[config.mk]
export PLATFORM = sky130hd
export DESIGN_NAME = vic_raster_timing
export DESIGN_NICKNAME = d
export VERILOG_FILES = /design/src/rtl/vic_raster_timing.sv
export SDC_FILE = /design/constraint.sdc
export NUM_CORES = 1
export LEC_CHECK = 0
export BUFFER_PORTS_ARGS = -buffer_cell sky130_fd_sc_hd__buf_4
export CORE_UTILIZATION = 45
export CTS_BUF_LIST = sky130_fd_sc_hd__clkbuf_16
export CTS_CLUSTER_DIAMETER = 80
export DETAILED_ROUTE_END_ITERATION = 8
export MAX_ROUTING_LAYER = met4
export PLACE_DENSITY = 0.7
export SLEW_MARGIN = 20
export SYNTH_ARGS = -nofsm -noshare
export SYNTH_HDL_FRONTEND = slang
export SYNTH_SLANG_ARGS = --single-unit
[constraint.sdc]
create_clock -name clk -period 6.72 [get_ports clk]
set_clock_uncertainty 0.05 [all_clocks]
set_input_delay 0.336 -clock clk [delete_from_list [all_inputs] [get_ports clk]]
set_output_delay 0.336 -clock clk [all_outputs]
set_load 0.1 [all_outputs]
[src/rtl/vic_raster_timing.sv]
// VIC-II style raster beam timing: dot/line counters, CPU cycle + phi0, bad-line detect, raster IRQ.
// Define VIC_RASTER_IRQ_EN to compile in the raster compare interrupt; otherwise irq is tied low.
module vic_raster_timing #(
  parameter int CYCLES_PER_LINE = 63,
  parameter int LINES_PER_FRAME = 312
) (
  input  logic       clk,
  input  logic       reset,
  input  logic       dot_en,
  input  logic       den,
  input  logic [2:0] yscroll,
  input  logic [8:0] raster_cmp,
  input  logic       irq_en,
  input  logic       irq_ack,
  output logic [9:0] xpos,
  output logic [8:0] raster,
  output logic [5:0] cycle,
  output logic       phi0,
  output logic       line_start,
  output logic       frame_start,
  output logic       bad_line,
  output logic       irq
);

  localparam logic [9:0] XMAX = 10'(CYCLES_PER_LINE * 8 - 1);
  localparam logic [8:0] RMAX = 9'(LINES_PER_FRAME - 1);
  localparam logic [8:0] DEN_LINE   = 9'h030;
  localparam logic [8:0] BAD_FIRST  = 9'h030;
  localparam logic [8:0] BAD_LAST   = 9'h0F7;

  logic       x_wrap, r_wrap;
  logic [9:0] xpos_nxt;
  logic [8:0] raster_nxt;
  logic       den_lat;

  assign x_wrap = (xpos == XMAX);
  assign r_wrap = (raster == RMAX);

  always_comb begin
    xpos_nxt   = x_wrap ? 10'd0 : xpos + 10'd1;
    raster_nxt = raster;
    if (x_wrap)
      raster_nxt = r_wrap ? 9'd0 : raster + 9'd1;
  end

  // cycle/phi0 are computed from the next dot position so they track xpos with no extra latency
  always_ff @(posedge clk or posedge reset) begin
    if (reset) begin
      xpos        <= '0;
      raster      <= '0;
      cycle       <= 6'd1;
      phi0        <= 1'b0;
      line_start  <= 1'b0;
      frame_start <= 1'b0;
    end else begin
      line_start  <= dot_en & x_wrap;
      frame_start <= dot_en & x_wrap & r_wrap;
      if (dot_en) begin
        xpos   <= xpos_nxt;
        raster <= raster_nxt;
        cycle  <= xpos_nxt[8:3] + 6'd1;
        phi0   <= xpos_nxt[2];
      end
    end
  end

  // DEN is only sampled on line $30; the latch holds the decision for the rest of the frame
  always_ff @(posedge clk or posedge reset) begin
    if (reset)
      den_lat <= 1'b0;
    else if (raster == DEN_LINE && den)
      den_lat <= 1'b1;
    else if (dot_en && x_wrap && r_wrap)
      den_lat <= 1'b0;
  end

  assign bad_line = (raster >= BAD_FIRST) && (raster <= BAD_LAST) &&
                    (raster[2:0] == yscroll) &&
                    (den_lat || (raster == DEN_LINE && den));

`ifdef VIC_RASTER_IRQ_EN
  logic irq_flag;
  logic irq_set;

  // compare only on entry to a new line, so rewriting raster_cmp mid-line cannot fire
  assign irq_set = dot_en & x_wrap & (raster_nxt == raster_cmp);

  always_ff @(posedge clk or posedge reset) begin
    if (reset)
      irq_flag <= 1'b0;
    else
      irq_flag <= irq_set | (irq_flag & ~irq_ack);
  end

  assign irq = irq_flag & irq_en;
`else
  logic unused_irq_inputs;
  assign unused_irq_inputs = ^{raster_cmp, irq_en, irq_ack};
  assign irq = 1'b0;
`endif

endmodule

==> key figures, run 1 <==
Status
  – Status: finished clean

Clocking
  – Clock Latency Late Sink: 260 ps
  – CTS H-tree depth: 1
  – Post-CTS Resized: 0
  – Clock sinks: 28
  – Reg clk slew, reported paths: 70 ps
  – Number of hold buffers added after CTS: 0
  – Clock Path Buffers: 2
  – CTS tree: built
  – CTS Root Cell: clkbuf_16
  – Postcts setup bufs: 0
  – Cts bufs inserted: 3

Detailed routing
  – Vias: 1420
  – Remaining DRCs: 0
  – Final wirelength: 3600 um
  – Avg Vias per Cell: 5.55
  – Per-cell routed wire length: 14.1 um
  – DRT iter0 DRCs: 73
  – DRT Pass-1 Iters: 4
  – ANT nets after route: 0

Placement
  – Placer Congestion: 0.848
  – Placed insts: 252
  – PortBufs: 35
  – DP Wirelength: 2580 um

Pwr
  – Leakage: 0.000941 uW
  – Max VDD drop: 0.000121 V
  – PwrDens: 405 nW/um2

STA
  – Worst slew margin: 60.9%
  – Final Critical Period: 2720 ps
  – Final Max Tran Viols: 0
  – TNS Setup: 0 ps
  – Fmax: 0.367 GHz
  – RSZ-0062 raised after global routing: false
  – Final period utilization: 40.5%
  – Final setup viols: 0
  – Final Hold Fails: 0
  – Worst slew pin tran: 585 ps

Yosys
  – Most frequent cell after synthesis: dfrtp_1
  – #FFs+latches synth: 28
  – Post-Synthesis Cells: 180
  – Register area share after synthesis: 40.8%
  – Ys Warns: 0
  – Count of flip-flops with a built-in enable after synthesis: 0
  – Synth Cell Area: 1720 um2
  – Synth area leaders: dfrtp_1 (39%), xnor2_1 (5.6%), nand2_1 (3.7%), nor2_1 (3.5%), xor2_1 (3.1%)
  – Netlist cell types: 52
  – Synth top area share: 39.3%
  – Post-Syn Nets: 202
  – Ys flop type: dfrtp_1
  – Synth Area per Inst: 9.56 um2
  – Synth async-reset ratio: 100%
  – Biggest area consumer among synthesized cells: dfrtp_1
  – Synth top cells by count: dfrtp_1 (27), nand2_1 (17), nor2_1 (16)

Worst setup path
  – Worst Path Buf+Inv: 1
  – Flop2flop setup slack: 4000 ps
  – Crit Reg-Reg Startpoint: xpos[0]$_DFFE_PP0P_
  – Crit start category: flip-flop
  – CP required: 6810 ps
  – Biggest cell delay along the critical path: 490 ps
  – Crit path max-delay family: simple AND/OR/NAND/NOR gates
  – Crit path kind: flip-flop to flip-flop
  – Most used cell, CP: ha_1
  – CP max FO: 8
  – Arr. time, crit path: 2820 ps
  – Crit path capture type: flip-flop
  – Worst R2R End: cycle[4]$_DFFE_PP0P_
  – Ordered cell list for the critical path: ha_1, nand4b_4, nor3_2, nor2_1, ha_1, inv_1, a221oi_2, xor2_1, mux2_2
  – Critical Path Slowest Stage Cell: dfrtp_1
  – FF-to-FF path depth: 9

Final layout
  – Area Growth Syn to Fin: 19.1%
  – Layout Cells excl Fill: 256
  – Diode count: 0
  – Share of cells above drive strength 1: 26.9%
  – Final nets: 231

Floorplan
  – Die Y: 63.8 um
  – Initial Util: 47.0%
  – Placeable Area: 3660 um2
  – Num rows: 22
  – I/O pins: 48
  – Die Wd: 63.8 um
  – Die ar.: 4070 um2

Global route
  – Gr usage total: 20.1%
  – Grt ovf: 0
  – Vias in the first global route: 1362
  – Initial antenna violation count: 0
  – Largest net degree at the start of global routing: 29
  – First-pass GRT wire length: 6330 um

Worst hold path
  – HP Class: input pin to asynchronous set/reset pin

Flow run
  – Max-Cap Viols: 0
==> area by class of cell <==
type                            instances  area [um2]
Sequential cell                        28         702
Multi-Input combinational cell        130         903
Clock inverter                          1        3.75
Tap cell                               48        60.1
Clock buffer                            3        75.1
Timing Repair Buffer                   35         263
Inverter                               11        41.3
Fill cell                             337        1610
==> flip-flops by register name (all words and copies together) (netlist names) <==
name	cells
xpos	10
raster	9
den_lat	1
line_start	1
cycle	6
frame_start	1
==> logic make-up (layout without fill, tap and decap cells) <==
| family | count (synthesis) | count (layout) | synth area share (%) |
|---|---|---|---|
| DFF | 28 | 28 | 40.8 |
| AOI/OAI and AO/OA | 37 | 37 | 16.1 |
| adders and majority gates | 4 | 4 | 2.91 |
| and+or+nand+nor | 67 | 67 | 22.0 |
| buffers and inverters | 22 | 50 | 6.69 |
| other | 1 | 1 | 0.218 |
| muxes | 4 | 4 | 2.62 |
| xor gates and xnor gates | 17 | 17 | 8.65 |
==> layout by cell type (no fill, tap or decap), drive strengths merged, types with 2 or more instances in the layout <==
| master | count |
|---|---|
| mux2 | 4 |
| nand4 | 6 |
| nand2 | 17 |
| a21oi | 4 |
| nor3 | 4 |
| a211oi | 3 |
| a21o | 3 |
| nor2 | 16 |
| ha | 4 |
| nand2b | 5 |
| xor2 | 6 |
| and3 | 4 |
| o311ai | 2 |
| inv | 11 |
| o21ai | 10 |
| nor4 | 2 |
| and2 | 3 |
| xnor2 | 11 |
| buf | 35 |
| o21a | 3 |
| dfrtp | 27 |
| nand3 | 3 |
| clkbuf | 3 |
==> routing by layer <==
layer | share of wire [%] | wire [um] | track usage [%] | vias to the layer above
li1 | - | - | - | 683
met1 | 45 | 1620 | 24.1 | 701
met2 | 50 | 1820 | 35.1 | 32
met3 | 3.9 | 141 | 1.79 | 4
met4 | 0.80 | 29 | 6.82 | 0
met5 | 0 | 0 | - | -
==> through the flow <==
| step | hold slack [ps] | power, uW | utilization (%) | area (um2) | worst slack (ps) |
|---|---|---|---|---|---|
| 2_1_floorplan | 351 | 632 | - | 1720 | 1610 |
| 3_3_place_gp | 437 | 689 | 53.8 | 1970 | 4090 |
| 3_5_place_dp | 437 | 697 | 53.8 | 1970 | 4020 |
| 4_1_cts | 340 | 832 | 55.9 | 2050 | 3990 |
| 5_1_grt | 156 | 865 | 55.9 | 2050 | 3740 |
| 6_report | 85.2 | 829 | 55.9 | 2050 | 4000 |
==> where the power goes <==
part / leakage, uW / internal [uW] / switching, uW
Combinational: 0.000551 / 102 / 331
Clock: 0.0000423 / 79.7 / 55.4
Sequential: 0.000347 / 201 / 60.2
Total: 0.000941 / 382 / 447
==> worst max-delay path by stage <==
stage                                from                   end  slack [ps]  depth (start not counted)
finish                xpos[0]$_DFFE_PP0P_  cycle[4]$_DFFE_PP0P_        4000                          9
global route          xpos[0]$_DFFE_PP0P_  cycle[4]$_DFFE_PP0P_        3740                          9
CTS                   xpos[0]$_DFFE_PP0P_  cycle[4]$_DFFE_PP0P_        3990                          9
detailed placement    xpos[0]$_DFFE_PP0P_  cycle[4]$_DFFE_PP0P_        4020                          9
global placement      xpos[0]$_DFFE_PP0P_  cycle[4]$_DFFE_PP0P_        4090                          9
floorplan           raster[4]$_DFFE_PP0P_              bad_line        1610                          5
(Power assumes the default switching activity.)
==> run 2: changes to the inputs <==
--- a/config.mk
+++ b/config.mk
@@ -5,13 +5,14 @@
 export SDC_FILE = /design/constraint.sdc
 export NUM_CORES = 1
 export LEC_CHECK = 0
+export ABC_AREA = 1
 export BUFFER_PORTS_ARGS = -buffer_cell sky130_fd_sc_hd__buf_4
 export CORE_UTILIZATION = 45
 export CTS_BUF_LIST = sky130_fd_sc_hd__clkbuf_16
 export CTS_CLUSTER_DIAMETER = 80
 export DETAILED_ROUTE_END_ITERATION = 8
 export MAX_ROUTING_LAYER = met4
-export PLACE_DENSITY = 0.7
+export PLACE_DENSITY = 0.74
 export SLEW_MARGIN = 20
 export SYNTH_ARGS = -nofsm -noshare
 export SYNTH_HDL_FRONTEND = slang
==> constraint.sdc (replaced) <==
create_clock -name clk -period 2.4 [get_ports clk]
set_clock_uncertainty 0.05 [all_clocks]
set_input_delay 0.12 -clock clk [delete_from_list [all_inputs] [get_ports clk]]
set_output_delay 0.12 -clock clk [all_outputs]
set_load 0.1 [all_outputs]
==> key figures, run 2 <==
Pwr
  – Clock power share: 17.5%
  – Max VDD drop: 0.000734 V
  – Sw power: 1140 uW
  – Design Power: 2140 uW
  – Leakage: 0.00106 uW
  – Register share of total power: 30.9%
  – PwrDens: 1040 nW/um2
  – Switching share of total power: 53.1%
  – P_int: 1000 uW
  – Comb power frac: 51.6%

Floorplan
  – Die Wd: 62.5 um
  – Die ar.: 3900 um2
  – Initial Util: 48.2%
  – Num rows: 21
  – Die Y: 62.5 um
  – Placeable Area: 3420 um2
  – I/O pins: 48

Yosys
  – Ys flop type: dfrtp_1
  – Synth area leaders: dfrtp_1 (41%), nand2_1 (12%), inv_1 (7.5%), nand3_1 (5.8%), nor2_1 (5.0%)
  – Synth async-reset ratio: 100%
  – Main combinational cell family by area after synthesis: simple AND/OR/NAND/NOR gates
  – Compound-Gate Fraction of Synth Area: 8.90%
  – Synth Area per Inst: 7.58 um2
  – Netlist cell types: 35
  – #FFs+latches synth: 28
  – Synth Cell Area: 1650 um2
  – Synth top area share: 41.1%
  – Xor-xnor portion of the synthesized cell area: 3.19%
  – Post-Syn Nets: 239
  – Ys Warns: 0
  – Most frequent cell after synthesis: nand2_1
  – Count of flip-flops with a built-in enable after synthesis: 0
  – Adder-cell share of the synthesized area: 3.04%
  – Register area share after synthesis: 42.7%
  – Post-Synthesis Cells: 217
  – Biggest area consumer among synthesized cells: dfrtp_1
  – Synth top cells by count: nand2_1 (54), inv_1 (33), dfrtp_1 (27)
  – Synth Area in Simple Gates: 32.1%
  – Mux share of post-synthesis cell area: 0%

Clocking
  – Reg clk slew, reported paths: 70 ps
  – CTS H-tree depth: 1
  – Clock sinks: 28
  – Clock Latency Late Sink: 260 ps
  – CTS Root Cell: clkbuf_16
  – CTS tree: built
  – Cts bufs inserted: 3
  – Clock Path Buffers: 2

Flow run
  – Max-Cap Viols: 0

Placement
  – DP Wirelength: 2410 um
  – PortBufs: 35
  – Placed insts: 295
  – Placer Congestion: 0.813
  – Pre-CTS WS: 507 ps
  – Placed Area: 1960 um2

Final layout
  – Commonest non-fill, non-tap cell in the layout: nand2_1
  – Share of cells above drive strength 1: 20.9%
  – Biggest regs: xpos x10, raster x9, cycle x6
  – Diode count: 0
  – Finished Cell Area: 2050 um2
  – Final nets: 277
  – Largest reg by FF count: xpos
  – Area Growth Syn to Fin: 24.5%
  – Fillers: 311
  – FF+latch area: 704 um2
  – Layout Cells excl Fill: 300
  – Commonest cells after routing, fill and taps aside: nand2_1 (54), buf_4 (37), inv_1 (34)
  – Max reg flops: 10
  – Area occupied by multi-input gates: 792 um2

Worst setup path
  – Arr. time, crit path: 1950 ps
  – CP max FO: 6
  – Crit path kind: flip-flop to output pin
  – Critical Path Slowest Stage Cell: dfrtp_1
  – CP required: 2230 ps
  – Worst R2R End: raster[6]$_DFFE_PP0P_
  – Crit Reg-Reg Startpoint: xpos[1]$_DFFE_PP0P_
  – Worst Path Buf+Inv: 3
  – FF-to-FF path depth: 9
  – Crit start category: flip-flop
  – Most used cell, CP: inv_1
  – Crit path max-delay family: buffers and inverters
  – Ordered cell list for the critical path: inv_1, nor3_1, inv_1, o21ai_0, a21oi_4, buf_4
  – Flop2flop setup slack: 490 ps
  – Biggest cell delay along the critical path: 430 ps
  – Crit path capture type: output pin

STA
  – Final Hold Fails: 0
  – Final setup viols: 0
  – TNS Setup: 0 ps
  – Final period utilization: 88.2%
  – Setup slack after layout: 283 ps
  – Fmax: 0.472 GHz
  – RSZ-0062 raised after global routing: false
  – Worst slew pin tran: 516 ps
  – Final Max Tran Viols: 0
  – Final Critical Period: 2120 ps
  – Worst slew margin: 65.3%

Worst hold path
  – HP Class: input pin to flip-flop
  – Worst Hold Path Cells: 2
  – Hold EP: xpos[3]$_DFFE_PP0P_
  – Beginning of the worst hold path: dot_en

Global route
  – Vias in the first global route: 1277
  – Largest net degree at the start of global routing: 29
  – First-pass GRT wire length: 5660 um
  – Gr usage total: 18.9%
  – Initial antenna violation count: 0
  – Grt ovf: 0

Detailed routing
  – ANT nets after route: 0
  – DRT iter0 DRCs: 70
  – Vias: 1448
  – Final wirelength: 3280 um
  – Avg Vias per Cell: 4.83
  – DRT Pass-1 Iters: 4
  – Per-cell routed wire length: 10.9 um
  – Remaining DRCs: 0

Status
  – Status: finished clean
## run 2: power by group through the flow
| stage | Combinational, uW | Sequential (uW) | Clock [uW] |
|---|---|---|---|
| after floorplan | 313 | 1250 | 0 |
| after global routing | 1160 | 678 | 406 |
| final | 1100 | 660 | 375 |
| after global placement | 1090 | 668 | 0 |
| after detailed placement | 1100 | 669 | 0 |
| after CTS | 1110 | 661 | 386 |
## run 2: worst max-delay path by stage
stage | startpoint | end | slack (ps) | cells after the start
3_3_place_gp | xpos[1]$_DFFE_PP0P_ | raster[6]$_DFFE_PP0P_ | 510 | 9
2_1_floorplan | raster[0]$_DFFE_PP0P_ | bad_line | 10 | 5
6_report | raster[0]$_DFFE_PP0P_ | bad_line | 280 | 6
5_1_grt | raster[0]$_DFFE_PP0P_ | bad_line | 100 | 6
3_5_place_dp | xpos[1]$_DFFE_PP0P_ | raster[6]$_DFFE_PP0P_ | 510 | 9
4_1_cts | raster[0]$_DFFE_PP0P_ | bad_line | 290 | 6
## run 2: what timing repair did
action                     in CTS  in global routing
gates resized for setup         0                  0
setup endpoints to repair       0                  0
hold endpoints to repair       27                  0
hold buffers                    1                  0
buffers inserted                0                  0
## run 2: logic make-up (layout without fill, tap and decap cells)
group                    count (synthesis)  after routing
adder cells (fa/ha/maj)                  4              4
AND/OR/NAND/NOR                        114            114
buffers and inverters                   39             76
flip-flops                              28             28
other                                    1              1
AO/OA/AOI/OAI                           25             25
XOR/XNOR                                 6              6
## run 2: stage by stage
step	utilization, %	hold slack, ps
after global routing	60.0	140
final	60.0	123
after CTS	60.0	121
after detailed placement	57.4	165
after global placement	57.4	161
after floorplan	-	135
## run 2: per-layer routing
metal	GRT usage (%)	vias up	part of all wire, %
li1	-	762	-
met2	28.9	40	45
met3	3.28	2	4.3
met5	-	-	0
met4	6.10	0	0.88
met1	25.5	644	50
## run 2: final cells by class
type | instances | share of cell area [%]
Multi-Input combinational cell | 150 | 38.7
Sequential cell | 28 | 34.4
Timing Repair Buffer | 38 | 14.1
Inverter | 34 | 6.23
Clock buffer | 3 | 3.67
Tap cell | 46 | 2.81
Clock inverter | 1 | 0.183
